==> src/rtl/marfifo_burst.sv <==
// marfifo_burst: single-clock FIFO with registered output, occupancy count,
// programmable almost-full/almost-empty flags, sticky overflow/underflow
// flags and an autonomous burst-read engine that stalls while empty.
module marfifo_burst #(
  parameter int WIDTH   = 32,
  parameter int LENGTH  = 32,
  parameter int BURST_W = 8,
  localparam int AW     = $clog2(LENGTH)
) (
  input  logic               clk,
  input  logic               rst_n,
  input  logic [WIDTH-1:0]   data_i,
  input  logic               valid_i,
  input  logic               read_i,
  input  logic               burst_start_i,
  input  logic [BURST_W-1:0] burst_len_i,
  input  logic               burst_abort_i,
  input  logic [AW:0]        afull_thr_i,
  input  logic [AW:0]        aempty_thr_i,
  input  logic               clr_err_i,
  output logic [WIDTH-1:0]   data_o,
  output logic               valid_o,
  output logic [AW:0]        locs_o,
  output logic               empty_o,
  output logic               full_o,
  output logic               afull_o,
  output logic               aempty_o,
  output logic               overflow_o,
  output logic               underflow_o,
  output logic               busy_o
);

  typedef enum logic [1:0] {
    S_IDLE  = 2'd0,
    S_BURST = 2'd1,
    S_WAIT  = 2'd2
  } state_t;

  localparam logic [AW:0] LOCS_FULL = (AW+1)'(LENGTH);

  logic [WIDTH-1:0]   mem_q [LENGTH];
  logic [AW-1:0]      wptr_q, rptr_q;
  logic [AW:0]        locs_q, locs_d;
  logic               empty_q, full_q, afull_q, aempty_q;
  logic [WIDTH-1:0]   data_q;
  logic               valid_q;
  logic               ovf_q, udf_q;
  logic               busy_q;
  state_t             state_q, state_d;
  logic [BURST_W-1:0] rem_q, rem_d;

  logic               write_acc_s;
  logic               burst_pop_s;
  logic               pop_req_s;
  logic               pop_acc_s;
  logic               ovf_set_s;
  logic               udf_set_s;

  // Burst engine next state, pop/write acceptance and next occupancy.
  always_comb begin
    state_d     = state_q;
    rem_d       = rem_q;
    burst_pop_s = 1'b0;
    case (state_q)
      S_IDLE: begin
        if (burst_start_i && (burst_len_i != '0)) begin
          state_d = S_BURST;
          rem_d   = burst_len_i;
        end else begin
          state_d = S_IDLE;
        end
      end
      S_BURST, S_WAIT: begin
        // Abort wins over any pop in the same cycle.
        if (burst_abort_i) begin
          state_d = S_IDLE;
        end else if (!empty_q) begin
          burst_pop_s = 1'b1;
          rem_d       = rem_q - BURST_W'(1);
          state_d     = (rem_q == BURST_W'(1)) ? S_IDLE : S_BURST;
        end else begin
          state_d = S_WAIT;
        end
      end
      default: begin
        state_d = S_IDLE;
      end
    endcase

    write_acc_s = valid_i && !full_q;
    pop_req_s   = (read_i && (state_q == S_IDLE)) || burst_pop_s;
    pop_acc_s   = pop_req_s && !empty_q;
    // Overflow is flagged on a write at full even if a pop frees a slot now.
    ovf_set_s   = valid_i && full_q;
    // Only explicit reads can underflow; burst stalls are silent.
    udf_set_s   = read_i && (state_q == S_IDLE) && empty_q;
    locs_d      = locs_q + (AW+1)'(write_acc_s) - (AW+1)'(pop_acc_s);
  end

  // Storage array; contents are deliberately left unreset.
  always_ff @(posedge clk) begin
    if (write_acc_s) begin
      mem_q[wptr_q] <= data_i;
    end
  end

  // Pointers, occupancy, flags, output word, errors and burst state.
  always_ff @(posedge clk or negedge rst_n) begin
    if (!rst_n) begin
      wptr_q   <= '0;
      rptr_q   <= '0;
      locs_q   <= '0;
      empty_q  <= 1'b1;
      full_q   <= 1'b0;
      afull_q  <= 1'b0;
      aempty_q <= 1'b1;
      data_q   <= '0;
      valid_q  <= 1'b0;
      ovf_q    <= 1'b0;
      udf_q    <= 1'b0;
      busy_q   <= 1'b0;
      state_q  <= S_IDLE;
      rem_q    <= '0;
    end else begin
      if (write_acc_s) begin
        wptr_q <= wptr_q + AW'(1);
      end
      if (pop_acc_s) begin
        rptr_q <= rptr_q + AW'(1);
        data_q <= mem_q[rptr_q];
      end
      valid_q  <= pop_acc_s;
      locs_q   <= locs_d;
      empty_q  <= (locs_d == '0);
      full_q   <= (locs_d == LOCS_FULL);
      afull_q  <= (locs_d >= afull_thr_i);
      aempty_q <= (locs_d <= aempty_thr_i);
      // A set in the same cycle as a clear keeps the flag set.
      ovf_q    <= ovf_set_s || (ovf_q && !clr_err_i);
      udf_q    <= udf_set_s || (udf_q && !clr_err_i);
      state_q  <= state_d;
      rem_q    <= rem_d;
      busy_q   <= (state_d != S_IDLE);
    end
  end

  assign data_o      = data_q;
  assign valid_o     = valid_q;
  assign locs_o      = locs_q;
  assign empty_o     = empty_q;
  assign full_o      = full_q;
  assign afull_o     = afull_q;
  assign aempty_o    = aempty_q;
  assign overflow_o  = ovf_q;
  assign underflow_o = udf_q;
  assign busy_o      = busy_q;

endmodule
==> config.mk <==
export PLATFORM = sky130hd
export DESIGN_NAME = marfifo_burst
export DESIGN_NICKNAME = d
export VERILOG_FILES = /design/src/rtl/marfifo_burst.sv
export SDC_FILE = /design/constraint.sdc
export NUM_CORES = 1
export LEC_CHECK = 0
export CAP_MARGIN = 15
export CORE_UTILIZATION = 55
export DETAILED_ROUTE_END_ITERATION = 8
export HOLD_SLACK_MARGIN = 0.15
export PLACE_DENSITY = 0.81
export SLEW_MARGIN = 20
export SYNTH_ARGS = -nofsm -noshare
export SYNTH_HDL_FRONTEND = slang
export SYNTH_SLANG_ARGS = --single-unit
==> constraint.sdc <==
create_clock -name clk -period 5.2 [get_ports clk]
set_input_delay 1.3 -clock clk [delete_from_list [all_inputs] [get_ports clk]]
set_output_delay 1.3 -clock clk [all_outputs]
set_load 0.05 [all_outputs]
==> flow_metrics.tcl <==
set metrics [dict create \
    status "completed" \
    cp-end-kind "register" \
    via_per_inst 6.540 \
    fin_crit_sh 0.7819 \
    core_um2 75950 \
    crit_arrival_ns 4.59 \
    r2r_setup_slack_ns 1.38 \
    hold_path.class "reg2reg" \
    io_buffers 104 \
    finalPower_mw 26.98 \
    synthXorXnorAreaFrac 0.002700 \
    final_cells 3380 \
    clk_latency_ns 0.70 \
    slew-limit-headroom 0.2429 \
    nFillCells 4804 \
    finalSetupTns_ns 0 \
    ys_ff_latch 1090 \
    firstDrtPassIters 5 \
    synth_fa_ha_area_frac 0.008427 \
    wire_per_inst_um 29.94 \
    worstSetupPathType "in2reg" \
    setup_ws_ns 1.134 \
    grt-ovfl-total 0 \
    tritoncts "done" \
    area_growth_pct 14.33 \
    grt_pass1_vias 22800 \
    antenna_left 0 \
    pin_count 105 \
    htreeDepth 3 \
    routed_wl_um 101200 \
    die_area_um2 77780 \
    cts_made_buffers 103 \
    crit_fanout 5 \
    die_x_um 278.9 \
    clk_pin_slew_ns 0.06 \
    rsz0062_at_grt "false" \
    grt_pass1_wl_um 148800 \
    muxShareOfSynthArea 0.1399 \
    p_leak_nw 15.95 \
    setup_viol 0 \
    power_density_nw_per_um2 559.8 \
    drive_above_1_share 0.1917 \
    start_util 0.5552 \
    r2r_cells 6 \
    pre_cts_ws_ns 0.4729 \
    root_buffer "clkbuf_16" \
    layout_commonest_cell "edfxtp_1" \
    drv_slew 0 \
    dr_total_vias 22110 \
    multi_input_area_um2 9361 \
    hold_slack_ns 0.5333 \
    nets 2343 \
    cts_hold_buf 0 \
    hpwl_um 55500 \
    ir_drop_v 0.0005734 \
    numClockSinks 1090 \
    synth_top_family_by_area "multiplexers" \
    min_period_ns 4.066 \
    cap_violations 0 \
    synth-compound-area-share 0.03807 \
    ctsLongestPathBuffers 3 \
    synth_cells 2101 \
    clock_skew_ns 0.05981 \
    drc 0 \
    critical_path_required_ns 5.72 \
    netlist_area_um2 42170 \
    rows 101 \
    yosysWarnings 0 \
    antenna_found_initial 3 \
    yosysUniqueCellTypes 54 \
    die_y_um 278.9 \
    yosysSeqAreaShare 0.7685 \
    dominantRegCellSynth "edfxtp_1" \
    synth_edf_count 1024 \
    fmaxAchievable_mhz 245.9 \
    async_flop_share 0.06055 \
    final_cell_mix "edfxtp_1 (1024), mux2i_1 (225), mux4_2 (152)" \
    tightest_slew_ns 1.132 \
    cts-resized-gates 0 \
    cts_setup_buffers 0 \
    grt_max_degree 114 \
    ff_latch_area_um2 32420 \
    drt_iter0_drc 2891 \
    hold_depth 1 \
    synth_simple_gate_area_frac 0.02593 \
    syn-num-nets 2187 \
    track_usage 0.2639 \
    hold_viol_final 0 \
    avgSynthCellArea_um2 20.07 \
    numPlacedInstances 3182 \
    startpoint_type "input pin" \
    place_congestion 0.8665 \
]
[metrics by stage]
step                      area [µm²]    util
after global routing           48200  0.6347
after floorplan                42170       -
after detailed placement       44810  0.5901
after global placement         44810  0.5901
after CTS                      48280  0.6357
final                          48210  0.6347
[worst paths after layout]
check                               start        end
worst max-delay path              valid_i    afull_o
worst min register to register  rptr_q[4]  rptr_q[4]
min in group asynchronous           rst_n  locs_o[3]
max in group asynchronous           rst_n  rptr_q[1]
worst min-delay path            rptr_q[4]  rptr_q[4]
worst max register to register  rptr_q[2]  data_o[0]
[cells in the mapped netlist, drive strengths merged (2+ instances only)]
master,instances,share of area
nor4,32,0.0047
nor3,36,0.0043
a21o,5,0.00089
mux4,160,0.086
or3b,2,0.00042
clkbuf,53,0.0047
o21a,6,0.0011
nand3b,4,0.00071
dfrtp,64,0.038
o21bai,3,0.00053
o21ai,15,0.0018
inv,30,0.0027
o31ai,2,0.00036
o22ai,98,0.015
a2111oi,32,0.0090
buf,58,0.0091
or4,5,0.00089
a21oi,9,0.0011
nand2,20,0.0018
edfxtp,1024,0.73
nor2b,5,0.00074
a22o,32,0.0066
a22oi,4,0.00071
nand4,4,0.00059
nand3,5,0.00059
dfstp,2,0.0012
a211oi,2,0.00036
mux2i,225,0.053
nor3b,2,0.00036
xnor2,12,0.0025
or2,2,0.00030
nor2,106,0.0094
nand2b,4,0.00059
ha,26,0.0077
[cell families after synthesis]
family                   count (synthesis)
XOR/XNOR                                13
AO/OA/AOI/OAI                          212
adder cells (fa/ha/maj)                 28
AND/OR/NAND/NOR                        230
buffers and inverters                  142
multiplexers                           386
flip-flops                            1090
[registers in the layout, indices dropped and copies added (netlist names)]
signal       count
aempty_o         1
afull_o          1
busy_o           1
data_o          32
empty_o          1
full_o           1
locs_o           6
mem_q         1024
overflow_o       1
rem_q            8
rptr_q           5
state_q          2
underflow_o      1
valid_o          1
wptr_q           5
[layer usage]
| metal | GRT usage | routed length (µm) |
|---|---|---|
| met1 | 0.3586 | 37810 |
| met2 | 0.4262 | 48900 |
| met3 | 0.05221 | 10630 |
| met4 | 0.1013 | 3859 |
| met5 | 0 | 13 |
[layout make-up]
class / count / share of cell area
sequential: 1090 / 0.6724
multi-input combinational: 869 / 0.1942
clock buffer: 140 / 0.05884
timing repair buffer: 162 / 0.03216
tap: 1030 / 0.02673
clock inverter: 55 / 0.01306
inverter: 31 / 0.002414
antenna: 3 / 0.0001557
[power breakdown]
part / leakage, nW / switching [mW] / internal (mW) / total, mW
clock: 1.69 / 3.27 / 4.31 / 7.59
combinational: 4.27 / 5.03 / 3.30 / 8.33
sequential: 9.98 / 0.663 / 10.4 / 11.1
[critical path: stages]
cell and delay, ns:
clkdlybuf4s50_1 0.49, nor2b_1 0.20, inv_1 0.06, ha_1 0.28, inv_1 0.05, ha_1 0.19, inv_1 0.08, fa_1 0.42
inv_1 0.07, a21o_1 0.11, a21oi_1 0.07, xnor2_1 0.35, ha_1 0.33, a21oi_1 0.12, o21ai_0 0.12, maj3_1 0.36
No activity file was read; power rests on OpenSTA's default activity.
